## config.mk

```make
export PLATFORM = sky130hd
export DESIGN_NAME = dcache_controller
export DESIGN_NICKNAME = d
export VERILOG_FILES = /design/src/rtl/dcache_pkg.sv /design/src/rtl/dcache_array.sv /design/src/rtl/dcache_controller.sv
export SDC_FILE = /design/constraint.sdc
export NUM_CORES = 1
export LEC_CHECK = 0
export BUFFER_PORTS_ARGS = -buffer_cell sky130_fd_sc_hd__buf_2
export CAP_MARGIN = 0
export CELL_PAD_IN_SITES_DETAIL_PLACEMENT = 0
export CELL_PAD_IN_SITES_GLOBAL_PLACEMENT = 1
export CORE_ASPECT_RATIO = 0.7
export CORE_UTILIZATION = 50
export DETAILED_ROUTE_END_ITERATION = 7
export PLACE_DENSITY = 0.76
export SYNTH_ARGS = -nofsm -noshare
export SYNTH_HDL_FRONTEND = slang
export SYNTH_SLANG_ARGS = --single-unit
```

## constraint.sdc

```tcl
create_clock -name Clk -period 6.2 [get_ports Clk]
set_input_delay 0.31 -clock Clk [delete_from_list [all_inputs] [get_ports Clk]]
set_output_delay 0.31 -clock Clk [all_outputs]
set_load 0.01 [all_outputs]
```

## src/rtl/dcache_pkg.sv

```systemverilog
// Shared definitions for the direct-mapped, write-through data cache:
// default geometry, address field positions and controller state encoding.
package dcache_pkg;

  localparam int DEF_ADDR_W = 32;
  localparam int DEF_NUM_SETS = 8;
  localparam int BLOCK_OFF = 3;
  localparam int OFFSET_BIT = 2;
  localparam int INDEX_BITS = $clog2(DEF_NUM_SETS);
  localparam int TAG_W = DEF_ADDR_W - BLOCK_OFF - INDEX_BITS;

  typedef enum logic [1:0] {
    IDLE    = 2'd0,
    RD_MISS = 2'd1,
    WR_THRU = 2'd2
  } state_e;

endpackage

```

## src/rtl/dcache_array.sv

```systemverilog
// Valid/tag/data storage: one combinational read port, one synchronous write
// port that either fills a whole two-word line or updates a single word.
module dcache_array #(
  parameter int NUM_SETS = 8,
  parameter int IDX_W    = 3,
  parameter int TAG_BITS = 26
) (
  input  logic                clk_i,
  input  logic                rst_i,
  input  logic [IDX_W-1:0]    rd_index_i,
  output logic                rd_valid_o,
  output logic [TAG_BITS-1:0] rd_tag_o,
  output logic [63:0]         rd_line_o,
  input  logic                fill_en_i,
  input  logic [IDX_W-1:0]    fill_index_i,
  input  logic [TAG_BITS-1:0] fill_tag_i,
  input  logic [63:0]         fill_data_i,
  input  logic                upd_en_i,
  input  logic [IDX_W-1:0]    upd_index_i,
  input  logic                upd_offset_i,
  input  logic [31:0]         upd_word_i
);

  logic [NUM_SETS-1:0] valid_q;
  logic [TAG_BITS-1:0] tag_q  [NUM_SETS];
  logic [63:0]         data_q [NUM_SETS];

  assign rd_valid_o = valid_q[rd_index_i];
  assign rd_tag_o   = tag_q[rd_index_i];
  assign rd_line_o  = data_q[rd_index_i];

  // Only the valid bits are cleared; stale tags/data are harmless once invalid.
  always_ff @(posedge clk_i) begin
    if (rst_i) begin
      valid_q <= '0;
    end else if (fill_en_i) begin
      valid_q[fill_index_i] <= 1'b1;
      tag_q[fill_index_i]   <= fill_tag_i;
      data_q[fill_index_i]  <= fill_data_i;
    end else if (upd_en_i) begin
      if (upd_offset_i) data_q[upd_index_i][63:32] <= upd_word_i;
      else              data_q[upd_index_i][31:0]  <= upd_word_i;
    end
  end

endmodule

```

## src/rtl/dcache_controller.sv

```systemverilog
// Direct-mapped, write-through, no-write-allocate data cache controller with
// two-word blocks; read hits return in the same cycle, misses and stores stall.
module dcache_controller
  import dcache_pkg::*;
#(
  parameter int NUM_SETS = DEF_NUM_SETS,
  parameter int ADDR_W   = DEF_ADDR_W
) (
  input  logic              Clk,
  input  logic              Rst,
  input  logic [ADDR_W-1:0] Address,
  input  logic [31:0]       Write_data,
  input  logic              MemRead,
  input  logic              MemWrite,
  output logic [31:0]       Read_data,
  output logic              Stall,
  output logic [ADDR_W-1:0] MemAddress,
  output logic [63:0]       MemWrite_data,
  output logic              ReadMiss,
  output logic              MemWriteThrough,
  input  logic [63:0]       Mem_read_data,
  input  logic              ReadReady,
  input  logic              WriteReady,
  output state_e            dbg_state_o
);

  localparam int IDX_W    = $clog2(NUM_SETS);
  localparam int TAG_BITS = ADDR_W - BLOCK_OFF - IDX_W;

  state_e              state_q;
  logic [ADDR_W-1:0]   mem_addr_q;
  logic [31:0]         mem_wdata_q;
  logic                read_miss_q;
  logic                write_thru_q;
  logic                wr_hit_q;

  logic [IDX_W-1:0]    index;
  logic [TAG_BITS-1:0] tag;
  logic                offset;
  logic                line_valid;
  logic [TAG_BITS-1:0] line_tag;
  logic [63:0]         line_data;
  logic                hit;
  logic [31:0]         hit_word;
  logic                fill_en;
  logic                upd_en;
  logic                unused_addr_bits;

  assign index            = Address[BLOCK_OFF +: IDX_W];
  assign tag              = Address[ADDR_W-1 -: TAG_BITS];
  assign offset           = Address[OFFSET_BIT];
  assign unused_addr_bits = ^Address[1:0];

  assign hit      = line_valid && (line_tag == tag);
  assign hit_word = offset ? line_data[63:32] : line_data[31:0];

  // Fill and word update both address the line via the latched memory address.
  assign fill_en = (state_q == RD_MISS) && ReadReady;
  assign upd_en  = (state_q == WR_THRU) && WriteReady && wr_hit_q;

  dcache_array #(
    .NUM_SETS (NUM_SETS),
    .IDX_W    (IDX_W),
    .TAG_BITS (TAG_BITS)
  ) u_array (
    .clk_i        (Clk),
    .rst_i        (Rst),
    .rd_index_i   (index),
    .rd_valid_o   (line_valid),
    .rd_tag_o     (line_tag),
    .rd_line_o    (line_data),
    .fill_en_i    (fill_en),
    .fill_index_i (mem_addr_q[BLOCK_OFF +: IDX_W]),
    .fill_tag_i   (mem_addr_q[ADDR_W-1 -: TAG_BITS]),
    .fill_data_i  (Mem_read_data),
    .upd_en_i     (upd_en),
    .upd_index_i  (mem_addr_q[BLOCK_OFF +: IDX_W]),
    .upd_offset_i (mem_addr_q[OFFSET_BIT]),
    .upd_word_i   (mem_wdata_q)
  );

  // Handshake: a request stays high until an edge samples its ready; a ready
  // seen while the matching request is low is ignored.
  always_ff @(posedge Clk) begin
    if (Rst) begin
      state_q      <= IDLE;
      mem_addr_q   <= '0;
      mem_wdata_q  <= '0;
      read_miss_q  <= 1'b0;
      write_thru_q <= 1'b0;
      wr_hit_q     <= 1'b0;
    end else begin
      case (state_q)
        IDLE: begin
          if (MemWrite) begin
            mem_addr_q   <= {Address[ADDR_W-1:OFFSET_BIT], {OFFSET_BIT{1'b0}}};
            mem_wdata_q  <= Write_data;
            wr_hit_q     <= hit;
            write_thru_q <= 1'b1;
            state_q      <= WR_THRU;
          end else if (MemRead && !hit) begin
            mem_addr_q  <= {Address[ADDR_W-1:BLOCK_OFF], {BLOCK_OFF{1'b0}}};
            read_miss_q <= 1'b1;
            state_q     <= RD_MISS;
          end
        end
        RD_MISS: begin
          if (ReadReady) begin
            read_miss_q <= 1'b0;
            state_q     <= IDLE;
          end
        end
        WR_THRU: begin
          if (WriteReady) begin
            write_thru_q <= 1'b0;
            state_q      <= IDLE;
          end
        end
        default: state_q <= IDLE;
      endcase
    end
  end

  always_comb begin
    Stall     = 1'b1;
    Read_data = '0;
    if (state_q == IDLE) begin
      Stall = MemWrite || (MemRead && !hit);
      if (MemRead && !MemWrite && hit) Read_data = hit_word;
    end
  end

  assign MemAddress      = mem_addr_q;
  assign MemWrite_data   = {32'b0, mem_wdata_q};
  assign ReadMiss        = read_miss_q;
  assign MemWriteThrough = write_thru_q;
  assign dbg_state_o     = state_q;

endmodule

```

* Word level (Yosys, flattened, before mapping) *
Memory sizes are Yosys's and may differ from the RTL's.
Index checks and enable logic that the tools add are counted.

word-level totals
  register bits = 77
  RAM bits = 720
  bits of input ports = 134
  output and inout port bits = 133
  logic and storage cells = 81
  memories kept = 2

memories
  name            depth  width  read ports  clocked after memory_dff  wr ports  RTL line            source
  u_array.data_q  8      64     1           0                         1         dcache_array.sv:26  logic [63:0] data_q [NUM_SETS];
  u_array.tag_q   8      26     1           0                         1         dcache_array.sv:25  logic [TAG_BITS-1:0] tag_q [NUM_SETS];

operators by class
  $lt $le $gt $ge = 3
  eq/ne operators = 9
  mux-type cells = 37
  bitwise logic cells = 3
  reduce and logical (&&, ||, !) cells = 20

operators by type and width
  operator                                                                             count
  32-bit two-way mux                                                                   7
  26-bit equality test                                                                 1
  1-bit two-way mux                                                                    21
  2-bit inequality test, second input constant                                         5
  1-bit logical AND                                                                    8
  3-bit by 4-bit less-than comparator with 1-bit output, second input constant         2
  2-bit two-way mux                                                                    4
  8-bit OR                                                                             1
  2-bit case mux with 3 select lines                                                   1
  3-bit AND reduction                                                                  2
  2-bit nonzero test                                                                   3
  1-bit case mux with 2 select lines                                                   2
  2-bit AND reduction                                                                  2
  4-bit AND reduction                                                                  1
  1-bit binary-select mux with 3-bit select                                            1
  1-bit demux with 3-bit select                                                        1
  3-bit by 1-bit greater-or-equal comparator with 1-bit output, second input constant  1
  3-bit inequality test, second input constant                                         1
  2-bit by 1-bit equality test with 1-bit output, second input constant                1
  2-bit equality test, second input constant                                           1
  1-bit logical NOT                                                                    2
  2-bit logical NOT                                                                    1
  1-bit OR                                                                             2
  1-bit logical OR                                                                     1

* Longest topological paths before layout *
  word-level depth = 8
  mapped depth = 13
  depth with buffers taken out = 8

* Modules after synthesis *
From an unflattened synthesis, not the netlist that was laid out.

second synthesis, totals
  cells, all modules = 1,762
  area total of the unflattened synthesis = 33,079.2 µm²

by module, submodules not included
  module             times used  cells an instance  area each (µm²)  seq. area each (µm²)
  dcache_array       1           1,307              29,280.6         21,780.9
  dcache_controller  1           455                3,798.6          1,341.3

* Worst setup path after synthesis *
No wires, ideal clock.

  path type = register to register
  from = reg state_q[0] (netlist: dbg_state_o[0])
  to = mem u_array.data_q[7][32], enable pin
  arrival = 2.728 ns
  data required time = 5.779 ns
  setup slack = 3.051 ns
  cell stages (with the launch flop) = 7
  path buffers = 2
  cells stage by stage = dfxtp_1 -> nand2_1 -> or3_1 -> clkbuf_1 -> and2_1 -> clkbuf_1 -> nor2_1

on the way
  longest elaborated chain between the ends = 8
  elaborated cells on any way between the ends = 13

RTL lines
  what                                     RTL line                  source
  start: declaration                       dcache_controller.sv:30   state_e state_q;
  start signal: assignment                 dcache_controller.sv:86   state_q <= IDLE;
  start signal: assignment                 dcache_controller.sv:100  state_q <= WR_THRU;
  start signal: assignment                 dcache_controller.sv:104  state_q <= RD_MISS;
  2-bit equality test                      dcache_controller.sv:59   assign upd_en = (state_q == WR_THRU) && WriteReady && wr_hit_q;
  1-bit logical AND (2 in a row)           dcache_controller.sv:59
  1-bit two-way mux                        dcache_array.sv:40        end else if (upd_en_i) begin
  1-bit two-way mux                        dcache_array.sv:36        end else if (fill_en_i) begin
  1-bit two-way mux                        dcache_array.sv:34        if (rst_i) begin
  1-bit two-way mux (implied by the code)  dcache_array.sv:41        if (upd_offset_i) data_q[upd_index_i][63:32] <= upd_word_i;
  1-bit OR (no source line) (*)            n/a
  end: declaration                         dcache_array.sv:26

Every way passes the cells marked *; elsewhere a longest branch is shown, timed or not.

* Final worst setup path *
  from = in Address[4]
  to = out Read_data[1]

on the way
  longest elaborated chain between the ends = 6
  elaborated cells on any way between the ends = 10

RTL lines
  what                                                                                   RTL line                                     source
  start: declaration                                                                     dcache_controller.sv:11                      input logic [ADDR_W-1:0] Address,
  memory 8 x 26 bit / 1-bit binary-select mux with 3-bit select (equally long branches)  n/a
  26-bit equality test / 1-bit two-way mux (equally long branches)                       dcache_controller.sv:54, dcache_array.sv:28
  1-bit logical AND                                                                      dcache_controller.sv:54                      assign hit = line_valid && (line_tag == tag);
  1-bit logical AND                                                                      dcache_controller.sv:129                     if (MemRead && !MemWrite && hit) Read_data = hit_word;
  32-bit two-way mux (*)                                                                 dcache_controller.sv:129
  32-bit two-way mux (*)                                                                 dcache_controller.sv:127                     if (state_q == IDLE) begin
  end: declaration                                                                       dcache_controller.sv:15                      output logic [31:0] Read_data,

Every way passes the cells marked *; elsewhere a longest branch is shown, timed or not. The select of a mux whose other input is x is not followed.

==> metrics.md <==
| Metric | Value |
|---|---|
| Post-synth top area share | `68.1%` |
| Clock power frac | `40.5%` |
| Die ar. | `64500 um2` |
| Least-Margin Pin Slew | `1.19 ns` |
| Pwr dens | `302 nW/um2` |
| Final Max Tran Viols | `0` |
| Cell-internal power | `8.77 mW` |
| Cell taking the most area after synthesis | `edfxtp_1` |
| Slowest stage delay, CP | `0.63 ns` |
| Ports | `267` |
| Most frequent cells in the layout | `edfxtp_1 (720), buf_2 (226), mux4_2 (200)` |
| Crit path capture type | `output pin` |
| Antenna violations before repair | `0` |
| Residual DRC | `0` |
| Worst path top cell family by delay | `buffers and inverters` |
| Detailed Place HPWL | `42.1 mm` |
| Largest fanout on the critical path | `66` |
| Core Rows | `76` |
| P&R area growth vs syn | `16.1%` |
| Mapped cell area | `31800 um2` |
| CP cell instances | `clkbuf_8 -> buf_4 -> mux4_2 -> mux2i_1 -> xor2_1 -> nand3_1 -> nor4_1 -> and4_1 -> nand3_2 -> buf_4 -> nor2b_1 -> buf_2` |
| Cell variety after synth | `45` |
| FFs w/ async S/R, synth | `0%` |
| I/O Buffers | `230` |
| ANT cells | `0` |
| Sw Ratio | `21.4%` |
| Fmax | `225 MHz` |
| Clk slew on worst S/H paths | `0.06 ns` |
| Worst path slowest cell | `buf_4` |
| H-tree Lvls | `3` |
| Vias | `16076` |
| Worst vdd ir | `0.212 mV` |
| Fin worst setup slack | `1.76 ns` |
| Critical Path Most Common Cell | `buf_4` |
| Min Clock Period, post-route | `4.44 ns` |
| Total CTS buffers | `76` |
| DR pass1 iterations | `5` |
| EDFF count, synth | `720` |
| Net switching power figure | `2.38 mW` |
| Buf/Inv on CP | `4` |
| Avg Synthesized Cell Area | `19.7 um2` |
| Final Hold Viols | `0` |
| Clock sink total | `795` |
| Syn. warnings | `0` |
| Max-cap viol count | `0` |
| Outcome | `completed` |
| First-pass GRT wire length | `105 mm` |
| Final GP Congestion | `0.765` |
| Critical Path RT | `5.89 ns` |
| CTS tree | `built` |
| Initial Util | `51.1%` |
| Chip Height | `213 um` |
| Clk_lat worst skew | `0.62 ns` |
| Worst Path Arrival | `4.13 ns` |
| DP Worst Slack | `1.74 ns` |
| Core area | `62100 um2` |
| Post-CTS Setup Inserts | `0` |
| Worst hold-check path type | `primary input to flop` |
| Gr ovfl total | `0` |
| Vias/cell | `5.73` |
| Antenna-violating nets left | `0` |
| Clock Skews | `0.0246 ns` |
| Seq pwr share | `53.5%` |
| WS Path Type | `primary input to output pin` |
| Most common cell after layout, fill and taps aside | `edfxtp_1` |
| Ratio of cells with drive above 1 in the final layout | `34.2%` |
| Synth top area cells | `edfxtp_1 (68%), mux4_2 (14%), dfxtp_1 (4.7%)` |
| Clock buffer depth | `3` |
| DIE WIDTH | `303 um` |
| Main synth FF type | `edfxtp_1` |
| Synthesis-stage register bit count | `795` |
| Drt initial violations | `1357` |
| Total routed wirelength | `72.3 mm` |
| Clock root cell | `clkbuf_16` |
| Setup TNS | `0 ns` |
| Routed len/inst | `25.7 um` |
| Vias in the first global route | `16212` |
| Post-synthesis sequential area ratio | `72.8%` |
| Largest net degree at the start of global routing | `67` |
| # setup viols final | `0` |
| Crit start category | `primary input` |
| GR Util All Layers | `22.7%` |
| Leakage Power | `12.6 nW` |
| Tcrit/Tclk final | `71.6%` |
| Max-slew headroom | `20.7%` |
| Final net count | `2060` |
| Cells after Synth | `1613` |
| Comb pwr share | `6.0%` |
| Unrepaired setup endpoints after global routing | `no` |
==> cell families after synthesis <==
group,synth area share (%)
flip-flops,72.8
multiplexers,18.9
AND/OR/NAND/NOR,4.11
buffers and inverters,2.22
AO/OA/AOI/OAI,1.30
XOR/XNOR,0.607
other,0.0118
==> synth_stat cells, types with 4 or more instances <==
library cell,count
a21oi_1,37
a22o_1,4
and2_1,5
buf_1,8
buf_2,25
buf_4,36
clkbuf_1,51
dfxtp_1,75
edfxtp_1,720
inv_1,9
mux2_2,78
mux2i_1,63
mux4_2,200
nand2_1,79
nand2b_1,60
nand3_1,8
nand4_1,7
nor2_1,35
nor2b_1,34
o21ai_0,5
o22ai_1,13
or3_1,6
xnor2_1,4
xor2_1,18
==> worst register-to-register path, delay by kind of cell (launching register included) <==
family	cells	cell delay, ns
AND/OR/NAND/NOR	4	2.25
buffers and inverters	1	0.44
flip-flops	1	0.52
==> what timing repair did <==
action                                 in CTS  in global routing
hold buffers                               58                  0
resized for setup                           0                  0
setup endpoints to repair                   0                  0
endpoints found under the hold margin      58                  0
==> flip-flops by register name, summed over array words and instances, names as in the netlist <==
name and flops:
u_array.data_q 512, dbg_state_o 2, ReadMiss 1, u_array.tag_q 208
u_array.valid_q 8, MemAddress 30, mem_wdata_q 32, MemWriteThrough 1
wr_hit_q 1
==> path summary, 6_finish.rpt <==
path | startpoint | end | slack, ns | cells after the start
setup / recovery | Address[4] | Read_data[1] | 1.76 | 12
hold / removal | Address[23] | MemAddress[23] | 0.03 | 3
hold reg to reg | u_array.valid_q[6] | u_array.valid_q[6] | 0.47 | 2
setup reg to reg | dbg_state_o[0] | u_array.data_q[2][47] | 2.67 | 5
==> area by class of cell <==
type / count / area [um2]
Timing Repair Buffer: 326 / 2040
Tap cell: 819 / 1020
Fill cell: 4517 / 25200
Sequential cell: 795 / 23100
Clock inverter: 33 / 298
Inverter: 9 / 33.8
Multi-Input combinational cell: 718 / 8210
Clock buffer: 107 / 2120
==> through the flow <==
stage               instances  hold slack [ns]  utilization, %  cell area [um2]  total power, mW
finish                   2807           0.0260            59.3            36900             11.1
global route             2807          0.00971            59.3            36900             11.5
global placement         2609            0.456            54.5            33900             6.70
CTS                      2807          0.00181            59.3            36900             11.2
detailed placement       2609            0.465            54.5            33900             6.72
floorplan                1646            0.445               -            31900             6.48
==> power by group through the flow <==
| stage | logic, mW | registers, mW | clock network [mW] |
|---|---|---|---|
| 5_1_grt | 0.723 | 5.96 | 4.78 |
| 6_report | 0.670 | 5.96 | 4.52 |
| 2_1_floorplan | 0.420 | 6.06 | 0 |
| 4_1_cts | 0.677 | 5.96 | 4.59 |
| 3_3_place_gp | 0.632 | 6.07 | 0 |
| 3_5_place_dp | 0.645 | 6.07 | 0 |
==> layer usage <==
| layer | wire length [um] | vias to the layer above | track usage, % |
|---|---|---|---|
| li1 | - | 7047 | - |
| met1 | 31100 | 8405 | 31.8 |
| met2 | 34900 | 524 | 36.3 |
| met3 | 4940 | 100 | 5.11 |
| met4 | 1390 | 0 | 5.86 |
| met5 | 0 | - | 0 |
No activity file was read; power rests on OpenSTA's default activity.
